`config.mk`:
```
export PLATFORM = sky130hd
export DESIGN_NAME = adder_accum_ctrl
export DESIGN_NICKNAME = d
export VERILOG_FILES = /design/src/rtl/adder_accum_ctrl.sv
export SDC_FILE = /design/constraint.sdc
export NUM_CORES = 1
export LEC_CHECK = 0
export BUFFER_PORTS_ARGS = -buffer_cell sky130_fd_sc_hd__buf_2
export CAP_MARGIN = 0
export CORE_UTILIZATION = 50
export CTS_CLUSTER_SIZE = 14
export DETAILED_ROUTE_END_ITERATION = 10
export HOLD_SLACK_MARGIN = 0.12
export PLACE_DENSITY = 0.89
export SYNTH_ARGS = -nofsm -noshare
export SYNTH_HDL_FRONTEND = slang
export SYNTH_SLANG_ARGS = --single-unit
```
`constraint.sdc`:
```
create_clock -name Clk -period 4.1 [get_ports Clk]
set_input_delay 1.23 -clock Clk [delete_from_list [all_inputs] [get_ports Clk]]
set_output_delay 1.23 -clock Clk [all_outputs]
set_load 0.01 [all_outputs]
```
`src/rtl/adder_accum_ctrl.sv`:
```
// Operand/accumulator controller for the 16-bit lookahead adder lab.
// Latches B, drives the adder, waits to settle, then captures Sum into A.
module adder_accum_ctrl #(
  parameter int WIDTH         = 16,
  parameter int SETTLE_CYCLES = 2
) (
  input  logic             Clk,
  input  logic             Reset,
  input  logic [WIDTH-1:0] SW,
  input  logic             Run,
  input  logic             ClearA_LoadB,
  input  logic             Sub,
  input  logic [WIDTH-1:0] Sum,
  input  logic             Cout_in,
  output logic [WIDTH-1:0] A_op,
  output logic [WIDTH-1:0] B_op,
  output logic             Cin,
  output logic [WIDTH-1:0] Result,
  output logic             Busy,
  output logic             Done,
  output logic             Ovf
);

  typedef enum logic [1:0] {
    IDLE,
    SETTLE,
    CAPTURE,
    WAIT_REL
  } state_t;

  localparam logic [3:0] CNT_INIT = 4'(SETTLE_CYCLES - 1);

  state_t           state, state_d;
  logic [WIDTH-1:0] a, a_d;
  logic [WIDTH-1:0] b, b_d;
  logic             sub_q, sub_d;
  logic             ovf, ovf_d;
  logic             done, done_d;
  logic             clr_pend, clr_pend_d;
  logic [3:0]       cnt, cnt_d;

  logic run_s1, run_s2, run_prev;
  logic clr_s1, clr_s2, clr_prev;
  logic run_edge, clr_edge;

  // Sync flops reset high so a button held through reset gives no edge.
  always_ff @(posedge Clk) begin
    if (Reset) begin
      run_s1   <= 1'b1;
      run_s2   <= 1'b1;
      run_prev <= 1'b1;
      clr_s1   <= 1'b1;
      clr_s2   <= 1'b1;
      clr_prev <= 1'b1;
    end else begin
      run_s1   <= Run;
      run_s2   <= run_s1;
      run_prev <= run_s2;
      clr_s1   <= ClearA_LoadB;
      clr_s2   <= clr_s1;
      clr_prev <= clr_s2;
    end
  end

  assign run_edge = run_s2 & ~run_prev;
  assign clr_edge = clr_s2 & ~clr_prev;

  always_ff @(posedge Clk) begin
    if (Reset) begin
      state    <= IDLE;
      a        <= '0;
      b        <= '0;
      sub_q    <= 1'b0;
      ovf      <= 1'b0;
      done     <= 1'b0;
      clr_pend <= 1'b0;
      cnt      <= '0;
    end else begin
      state    <= state_d;
      a        <= a_d;
      b        <= b_d;
      sub_q    <= sub_d;
      ovf      <= ovf_d;
      done     <= done_d;
      clr_pend <= clr_pend_d;
      cnt      <= cnt_d;
    end
  end

  always_comb begin
    state_d    = state;
    a_d        = a;
    b_d        = b;
    sub_d      = sub_q;
    ovf_d      = ovf;
    done_d     = 1'b0;
    clr_pend_d = 1'b0;
    cnt_d      = cnt;
    unique case (state)
      IDLE: begin
        // A clear edge blocks any Run edge until the load lands.
        if (clr_pend) begin
          a_d   = '0;
          b_d   = SW;
          ovf_d = 1'b0;
        end else if (clr_edge) begin
          clr_pend_d = 1'b1;
        end else if (run_edge) begin
          sub_d   = Sub;
          cnt_d   = CNT_INIT;
          state_d = SETTLE;
        end
      end
      SETTLE: begin
        if (cnt == 4'd0) begin
          state_d = CAPTURE;
        end else begin
          cnt_d = cnt - 4'd1;
        end
      end
      CAPTURE: begin
        a_d     = Sum;
        ovf_d   = ovf | (sub_q ? ~Cout_in : Cout_in);
        done_d  = 1'b1;
        state_d = WAIT_REL;
      end
      WAIT_REL: begin
        if (!run_s2) begin
          state_d = IDLE;
        end
      end
      default: state_d = IDLE;
    endcase
  end

  assign A_op   = a;
  assign B_op   = sub_q ? ~b : b;
  assign Cin    = sub_q;
  assign Result = a;
  assign Busy   = (state != IDLE);
  assign Done   = done;
  assign Ovf    = ovf;

endmodule

```
=== Word-level counts from Yosys, hierarchy flattened ===
Cells that the tools add are included.

* Add/sub/neg operators: 1
* Eq/ne operators: 10
* Multiplexer cells: 19
* Bitwise logic cells: 10
* Reduce and logical (&&, ||, !) cells: 11

{| class="wikitable"
|+ Operators with widths
! cell !! number
|-
| $mux W16 || 2
|-
| $pmux W16 S2 || 1
|-
| $mux W4 || 4
|-
| $not A16 Y16 || 1
|-
| $ne A2 B2 Y1 const B || 7
|-
| $mux W2 || 5
|-
| $reduce_and A5 Y1 || 2
|-
| $pmux W2 S4 || 1
|-
| $pmux W4 S2 || 1
|-
| $not A1 Y1 || 6
|-
| $reduce_bool A2 Y1 || 3
|-
| $eq A2 B2 Y1 const B || 2
|-
| $logic_not A4 Y1 || 1
|-
| $mux W1 || 4
|-
| $reduce_and A2 Y1 || 2
|-
| $reduce_and A4 Y1 || 1
|-
| $sub A4 B1 Y4 const B || 1
|-
| $reduce_or A3 Y1 || 1
|-
| $and A1 B1 Y1 || 2
|-
| $eq A2 B1 Y1 const B || 1
|-
| $logic_not A2 Y1 || 1
|-
| $pmux W1 S2 || 1
|-
| $or A1 B1 Y1 || 1
|}

* Register bits: 48
* Input bits: 38
* Output and inout port bits: 52
* Logic and storage cells: 65

=== Longest topological paths before layout ===
Gate-level depths: netlist of the first run.

* Word-level depth: 6
* Depth in mapped cells: 7
* Gate-level depth less buffers: 6

=== Least setup slack after synthesis of the first run ===
No wires, ideal clock.

* Path type: reg-to-output
* From: reg sub_q (netlist: Cin)
* To: out B_op[10]
* Arrival time: 1.115 ns
* Required time: 2.870 ns
* Setup slack: 1.755 ns
* Cell stages (with the launch flop): 4
* Path buffers: 2
* Cells stage by stage: dfxtp_1 buf_2 buf_2 xor2_1

* Cells in the longest elaborated chain, start to end: 1

{| class="wikitable"
|+ RTL lines
! item !! RTL line !! RTL
|-
| start, declared || 36 || <nowiki>logic sub_q, sub_d;</nowiki>
|-
| start signal, assigned || 82 || <nowiki>sub_q <= sub_d;</nowiki>
|-
| $mux W16 || 137 || <nowiki>assign B_op = sub_q ? ~b : b;</nowiki>
|-
| end, declared || 16 || <nowiki>output logic [WIDTH-1:0] B_op,</nowiki>
|}

No other way between the ends.

=== Worst setup path after layout of the first run ===
* From: reg sub_q (netlist: Cin)
* To: out B_op[11]

Same word-level chain as after synthesis.

==> results of run 1 <==
metrics by stage:
| step | utilization (%) | setup slack [ns] | total power, mW |
|---|---|---|---|
| floorplan | - | 1.755 | 0.6886 |
| global placement | 59.77 | 1.516 | 0.7431 |
| detailed placement | 59.77 | 1.482 | 0.7533 |
| CTS | 62.46 | 1.211 | 1.082 |
| global route | 62.46 | 1.107 | 1.131 |
| finish | 62.46 | 1.223 | 1.074 |
cell usage after synthesis, drive strengths merged:
| cell type | n | share of area (%) |
|---|---|---|
| a31oi | 2 | 0.60 |
| nand3 | 2 | 0.48 |
| nor2 | 2 | 0.36 |
| a221oi | 1 | 0.42 |
| nand2 | 36 | 6.5 |
| a32o | 1 | 0.48 |
| o31ai | 1 | 1.0 |
| nor3 | 4 | 0.97 |
| o32ai | 1 | 0.79 |
| inv | 7 | 1.3 |
| nor2b | 2 | 0.60 |
| a21oi | 20 | 4.8 |
| a211oi | 1 | 0.97 |
| ha | 6 | 3.6 |
| mux2i | 1 | 0.48 |
| nand2b | 5 | 1.6 |
| and2 | 2 | 0.60 |
| dfxtp | 48 | 46 |
| nor4b | 1 | 0.42 |
| a21o | 1 | 0.36 |
| a311oi | 2 | 0.85 |
| buf | 25 | 8.5 |
| nand4 | 1 | 0.30 |
| clkbuf | 3 | 0.54 |
| nor3b | 2 | 0.72 |
| or2 | 6 | 1.8 |
| a31o | 1 | 0.42 |
| a22o | 16 | 6.8 |
| xor2 | 17 | 7.2 |
worst paths after layout:
path / slack [ns] / startpoint / cells after the start / end
worst max-delay path: 1.22 / Cin$_SDFFE_PP0P_ / 2 / B_op[11]
worst min register to register: 0.41 / run_s1$_SDFF_PP1_ / 1 / run_s2$_SDFF_PP1_
worst max register to register: 2.02 / state[0]$_SDFFE_PP0P_ / 5 / A_op[8]$_SDFFE_PP0P_
worst min-delay path: 0.41 / run_s1$_SDFF_PP1_ / 1 / run_s2$_SDFF_PP1_
layer usage:
| metal | up-vias | wire length, um | GRT usage [%] |
|---|---|---|---|
| li1 | 846 | - | - |
| met1 | 784 | 1727 | 21.10 |
| met4 | 0 | 28 | 7.713 |
| met3 | 2 | 319 | 7.414 |
| met2 | 64 | 2288 | 36.61 |
| met5 | - | 0 | 0 |
flip-flops by register name, summed over array words and instances, names as in the netlist:
| signal | cells |
|---|---|
| A_op | 16 |
| Cin | 1 |
| Done | 1 |
| Ovf | 1 |
| b | 16 |
| clr_pend | 1 |
| clr_prev | 1 |
| clr_s1 | 1 |
| clr_s2 | 1 |
| cnt | 4 |
| run_prev | 1 |
| run_s1 | 1 |
| run_s2 | 1 |
| state | 2 |
cells by family after synthesis:
logic type / synth area share (%)
flip-flops: 46.40
AO/OA/AOI/OAI: 17.52
multiplexers: 0.4834
AND/OR/NAND/NOR: 14.44
buffers and inverters: 10.33
adder cells (fa/ha/maj): 3.625
XOR/XNOR: 7.190
area by class of cell:
cell class,instances,area (um^2),area share [%]
Clock buffer,6,72.57,2.904
Clock inverter,2,35.03,1.402
Inverter,7,26.28,1.052
Multi-Input combinational cell,134,895.9,35.85
Sequential cell,48,960.9,38.46
Tap cell,50,62.56,2.504
Timing Repair Buffer,89,445.4,17.83
power by group:
part | total (mW) | leakage [nW] | internal (mW) | switching (mW)
Sequential | 0.507 | 0.388 | 0.489 | 0.0180
Clock | 0.333 | 0.0552 | 0.181 | 0.152
Combinational | 0.234 | 0.814 | 0.0969 | 0.137
Total | 1.07 | 1.26 | 0.767 | 0.307
worst max-delay path, cell delays in order, from the launching register on:
cell,delay [ns]
sky130_fd_sc_hd__dfxtp_1,0.95
sky130_fd_sc_hd__xor2_1,0.23
sky130_fd_sc_hd__buf_2,0.16
==> out/qor.log, run 1 <==
[outcome] outcome completed
[clock_tree] CTS clk-pin slew, worst paths 0.08 ns
[grt] number of antenna violations at the first check in global routing 0
[sta] setup repair after global routing missed its margin false
[clock_tree] CTS Sinks 48
[grt] aggregate global routing overflow 0
[detailed_routing] wire length per cell 12.99 um
[placement] PortBufs 89
[synthesis] cell area after synthesis 2071 um^2
[detailed_routing] total vias in the final route 1696
[finish] fill cell instance count of the final layout 327
[grt] global-route wire length before repair 6.679 mm
[detailed_routing] DRC errors left 0
[sta] transition at the pin with the smallest max-transition slack 0.9513 ns
[finish] final std cell area, no fill 2499 um^2
[placement] dpl cells 328
[worst_hold_path] hold crit path type reg2reg
[sta] final clock skew 0.006656 ns
[placement] RD Place Congestion 0.7694
[synthesis] post-synthesis average cell area 9.543 um^2
[finish] fraction of final layout cells sized beyond drive strength 1 37.76%
[clock_tree] PostCTS Resize Cnt 0
[die] Rows 23
[synthesis] Mapped Nets 261
[clock_tree] Inserted Clock Buffers 5
[sta] setup tns final 0 ns
[synthesis] warning count from the yosys run 0
[die] die span in y 66.36 um
[worst_setup_path] critical path class reg2out
[synthesis] distinct cell type count after synthesis 34
[sta] clock period minus worst slack 2.877 ns
[clock_tree] clock latency reported for the late side of the worst-skew pair 0.30 ns
[sta] highest achievable clock rate 347.6 MHz
[sta] final hold slack 0.4120 ns
[power] power density normalized to cell area 429.8 nW/um^2
[clock_tree] buffers inserted during post-CTS setup optimization 0
[sta] Slew HR 36.50%
[power] Peak VDD IR 0.2107 mV
[detailed_routing] Iter 0 DRT Violations 58
[die] IO Pins 90
[synthesis] synthesis-stage register bit count 48
[finish] non-filler cells in the finished layout 336
[finish] commonest non-fill, non-tap cell in the layout sky130_fd_sc_hd__buf_2
[worst_setup_path] worst-path fanout max 19
[sta] Final setup violation count 0
[clock_tree] clk buf depth 2
[sta] final period utilization 70.17%
[detailed_routing] Routed Wire Length 4.363 mm
[worst_setup_path] required time reported for the critical path endpoint 2.87 ns
[finish] number of nets in the finished design 329
[grt] via count of the first global-routing pass 1540
[placement] placed wire-length estimate 3.171 mm
[clock_tree] clock tree from TritonCTS yes
[sta] total count of max-transition violations in the final report 0
[grt] pin count of the biggest net entering global routing 35
[finish] leading cell types in the layout, fill and taps excluded 89 x sky130_fd_sc_hd__buf_2, 48 x sky130_fd_sc_hd__dfxtp_1, 36 x sky130_fd_sc_hd__nand2_1
[power] LEAKAGE 1.257 nW
[grt] overall fraction of global-route tracks in use 20.25%
[die] Die X 66.36 um
[clock_tree] number of levels in the clock H-tree 2
[finish] Antenna diodes 0
[die] Floorplan Core Area 4000 um^2
[clock_tree] count of hold-fix buffers inserted at cts 0
[synthesis] share of synthesized area occupied by flip-flops and latches 46.40%
[detailed_routing] number of detailed-route iterations in the first pass 6
[worst_setup_path] CP Capture Type output pin
[synthesis] Post-Syn Instances 217
[die] initial cell density of the core 51.77%
[detailed_routing] number of nets with antenna violations after detailed routing 0
[clock_tree] library cell used as clock root buffer sky130_fd_sc_hd__clkbuf_8
[placement] placed inst area 2391 um^2
[run] Maximum Capacitance Violations 0
[die] DIE AREA 4403 um^2
[detailed_routing] per-cell via count in the routed design 5.048
[worst_setup_path] critical path data arrival time 1.65 ns
[sta] Final Hold Violating Endpoints 0
[worst_setup_path] startpoint type of the worst setup path flip-flop
[finish] post-synthesis to final-layout area growth 20.66%
(Power assumes the default switching activity.)
==> run 2: changes to the inputs <==
- CORE_UTILIZATION: 50 -> 47
- PLACE_DENSITY: 0.89 -> 0.84
- clock period: 4.1 -> 3 ns (I/O delays scaled with it)
==> out/qor.log, run 2 (synthesis gave the netlist of run 1 again) <==
[sta] setup repair after global routing missed its margin false [unchanged]
[placement] PortBufs 89 [unchanged]
[placement] placed wire-length estimate 3.144 mm [was 3.171 mm]
[clock_tree] Inserted Clock Buffers 5 [unchanged]
[clock_tree] clk buf depth 2 [unchanged]
[die] Rows 23 [unchanged]
[sta] final period utilization 76.15%
[detailed_routing] DRC errors left 0 [unchanged]
[finish] fill cell instance count of the final layout 358 [was 327]
[detailed_routing] wire length per cell 12.60 um [was 12.99 um]
[worst_setup_path] CP Capture Type output pin [unchanged]
[die] DIE AREA 4675 um^2 [was 4403 um^2]
[power] Peak VDD IR 0.1991 mV [was 0.2107 mV]
[clock_tree] number of levels in the clock H-tree 2 [unchanged]
[grt] number of antenna violations at the first check in global routing 0 [unchanged]
[detailed_routing] number of nets with antenna violations after detailed routing 0 [unchanged]
[clock_tree] library cell used as clock root buffer sky130_fd_sc_hd__clkbuf_8 [unchanged]
[power] combinational share of power 21.4% [was 21.8%]
[worst_setup_path] startpoint type of the worst setup path flip-flop [unchanged]
[run] Maximum Capacitance Violations 0 [unchanged]
[finish] Antenna diodes 0 [unchanged]
[detailed_routing] number of detailed-route iterations in the first pass 5 [was 6]
[sta] setup tns final 0 ns [unchanged]
[placement] RD Place Congestion 0.8042 [was 0.7694]
[grt] pin count of the biggest net entering global routing 27 [was 35]
[power] switching part of the total 27.49% [was 28.55%]
[finish] post-synthesis to final-layout area growth 22.30% [was 20.66%]
[finish] number of nets in the finished design 331 [was 329]
[power] clock share of power 32.9% [was 31.0%]
[worst_setup_path] worst path bufs/invs 2 [was 1]
[die] initial cell density of the core 50.32% [was 51.77%]
[sta] total count of max-transition violations in the final report 0 [unchanged]
[grt] overall fraction of global-route tracks in use 18.28% [was 20.25%]
[worst_setup_path] crit path cell chain buf_4 -> xor2_1 -> buf_2 [was xor2_1 -> buf_2]
[sta] final hold slack 0.4149 ns [was 0.4120 ns]
[sta] Final setup violation count 0 [unchanged]
[worst_setup_path] worst-path fanout max 16 [was 19]
[worst_setup_path] CP peak stage delay 0.41 ns [was 0.95 ns]
[clock_tree] CTS Sinks 48 [unchanged]
[detailed_routing] per-cell via count in the routed design 5.053 [was 5.048]
[finish] leading cell types in the layout, fill and taps excluded 89 x sky130_fd_sc_hd__buf_2, 48 x sky130_fd_sc_hd__dfxtp_1, 36 x sky130_fd_sc_hd__nand2_1 [unchanged]
[sta] highest achievable clock rate 437.8 MHz
[finish] sequential cell area 960.9 um^2 [unchanged]
[power] power density normalized to cell area 597.2 nW/um^2 [was 429.8 nW/um^2]
[clock_tree] count of hold-fix buffers inserted at cts 0 [unchanged]
[clock_tree] PostCTS Resize Cnt 0 [unchanged]
[sta] transition at the pin with the smallest max-transition slack 0.6832 ns [was 0.9513 ns]
[power] LEAKAGE 1.277 nW [was 1.257 nW]
[grt] aggregate global routing overflow 0 [unchanged]
[finish] fraction of final layout cells sized beyond drive strength 1 38.54% [was 37.76%]
[sta] final clock skew 0.006979 ns [was 0.006656 ns]
[die] die span in y 68.38 um [was 66.36 um]
[die] Floorplan Core Area 4115 um^2 [was 4000 um^2]
[finish] commonest non-fill, non-tap cell in the layout sky130_fd_sc_hd__buf_2 [unchanged]
[die] Die X 68.38 um [was 66.36 um]
[worst_setup_path] required time reported for the critical path endpoint 2.10 ns [was 2.87 ns]
[detailed_routing] Routed Wire Length 4.259 mm [was 4.363 mm]
[worst_setup_path] critical path data arrival time 1.38 ns [was 1.65 ns]
[power] internal power contribution 1.097 mW [was 767.4 uW]
[clock_tree] buffers inserted during post-CTS setup optimization 0 [unchanged]
[detailed_routing] total vias in the final route 1708 [was 1696]
[grt] via count of the first global-routing pass 1426 [was 1540]
[power] fraction of power consumed by sequential logic 45.7% [was 47.2%]
[worst_hold_path] hold crit path type reg2reg [unchanged]
[sta] clock period minus worst slack 2.284 ns
[sta] Final Hold Violating Endpoints 0 [unchanged]
[clock_tree] clock latency reported for the late side of the worst-skew pair 0.30 ns [about the same]
[die] IO Pins 90 [unchanged]
[grt] global-route wire length before repair 6.196 mm [was 6.679 mm]
[worst_setup_path] top cell family by delay on the critical path buffers and inverters [was flip-flops]
[power] Net Switching 415.7 uW [was 306.6 uW]
[detailed_routing] Iter 0 DRT Violations 61 [was 58]
[worst_setup_path] standard cell with the maximum stage delay on the critical path sky130_fd_sc_hd__dfxtp_1 [unchanged]
[clock_tree] CTS clk-pin slew, worst paths 0.08 ns [about the same]
[clock_tree] clock tree from TritonCTS yes [unchanged]
[finish] area of the multi-input gates 895.9 um^2 [unchanged]
[outcome] outcome completed [unchanged]
[worst_setup_path] critical path class reg2out [unchanged]
[sta] Slew HR 54.46% [was 36.50%]
run 2: cell types whose count changed in the layout (fill, tap and decap cells not counted):
cell                       delta
sky130_fd_sc_hd__clkbuf_1     -1
sky130_fd_sc_hd__clkbuf_8     +2
sky130_fd_sc_hd__buf_4        +2
sky130_fd_sc_hd__clkinv_2     -1
run 2: stage by stage:
step           instances  setup slack [ns]  power (mW)  instance area (um^2)  util (%)
3_5_place_dp         330            0.9201       1.030                  2406     58.47
6_report             338            0.7156       1.512                  2532     61.54
5_1_grt              338            0.6369       1.595                  2532     61.54
2_1_floorplan        217            0.9854      0.9410                  2071         -
4_1_cts              338            0.7034       1.528                  2532     61.54
3_3_place_gp         330            0.9998       1.023                  2406     58.47
run 2: final timing paths:
path	end	slack [ns]	depth (start not counted)	start
hold reg to reg	run_s2$_SDFF_PP1_	0.41	1	run_s1$_SDFF_PP1_
setup reg to reg	A_op[4]$_SDFFE_PP0P_	0.92	5	state[0]$_SDFFE_PP0P_
setup / recovery	B_op[6]	0.72	3	Cin$_SDFFE_PP0P_
hold / removal	run_s2$_SDFF_PP1_	0.41	1	run_s1$_SDFF_PP1_
run 2: final cells by class:
cell class | count | area share, %
Inverter | 7 | 1.038
Timing Repair Buffer | 91 | 18.18
Tap cell | 50 | 2.470
Sequential cell | 48 | 37.94
Clock inverter | 1 | 1.186
Clock buffer | 7 | 3.804
Multi-Input combinational cell | 134 | 35.38
run 2: metal layers:
layer / vias up / global-route usage, % / wire, um
met5: - / 0 / 0
met4: 0 / 7.031 / 70
met3: 5 / 5.500 / 299
met2: 60 / 33.21 / 2119
met1: 788 / 19.56 / 1770
li1: 855 / - / -
run 2: power groups by stage:
| stage | logic, mW | clock network (mW) | registers (mW) |
|---|---|---|---|
| after global placement | 0.319 | 0 | 0.703 |
| final | 0.324 | 0.498 | 0.690 |
| after detailed placement | 0.324 | 0 | 0.706 |
| after global routing | 0.362 | 0.538 | 0.695 |
| after floorplan | 0.235 | 0 | 0.706 |
| after CTS | 0.326 | 0.511 | 0.691 |
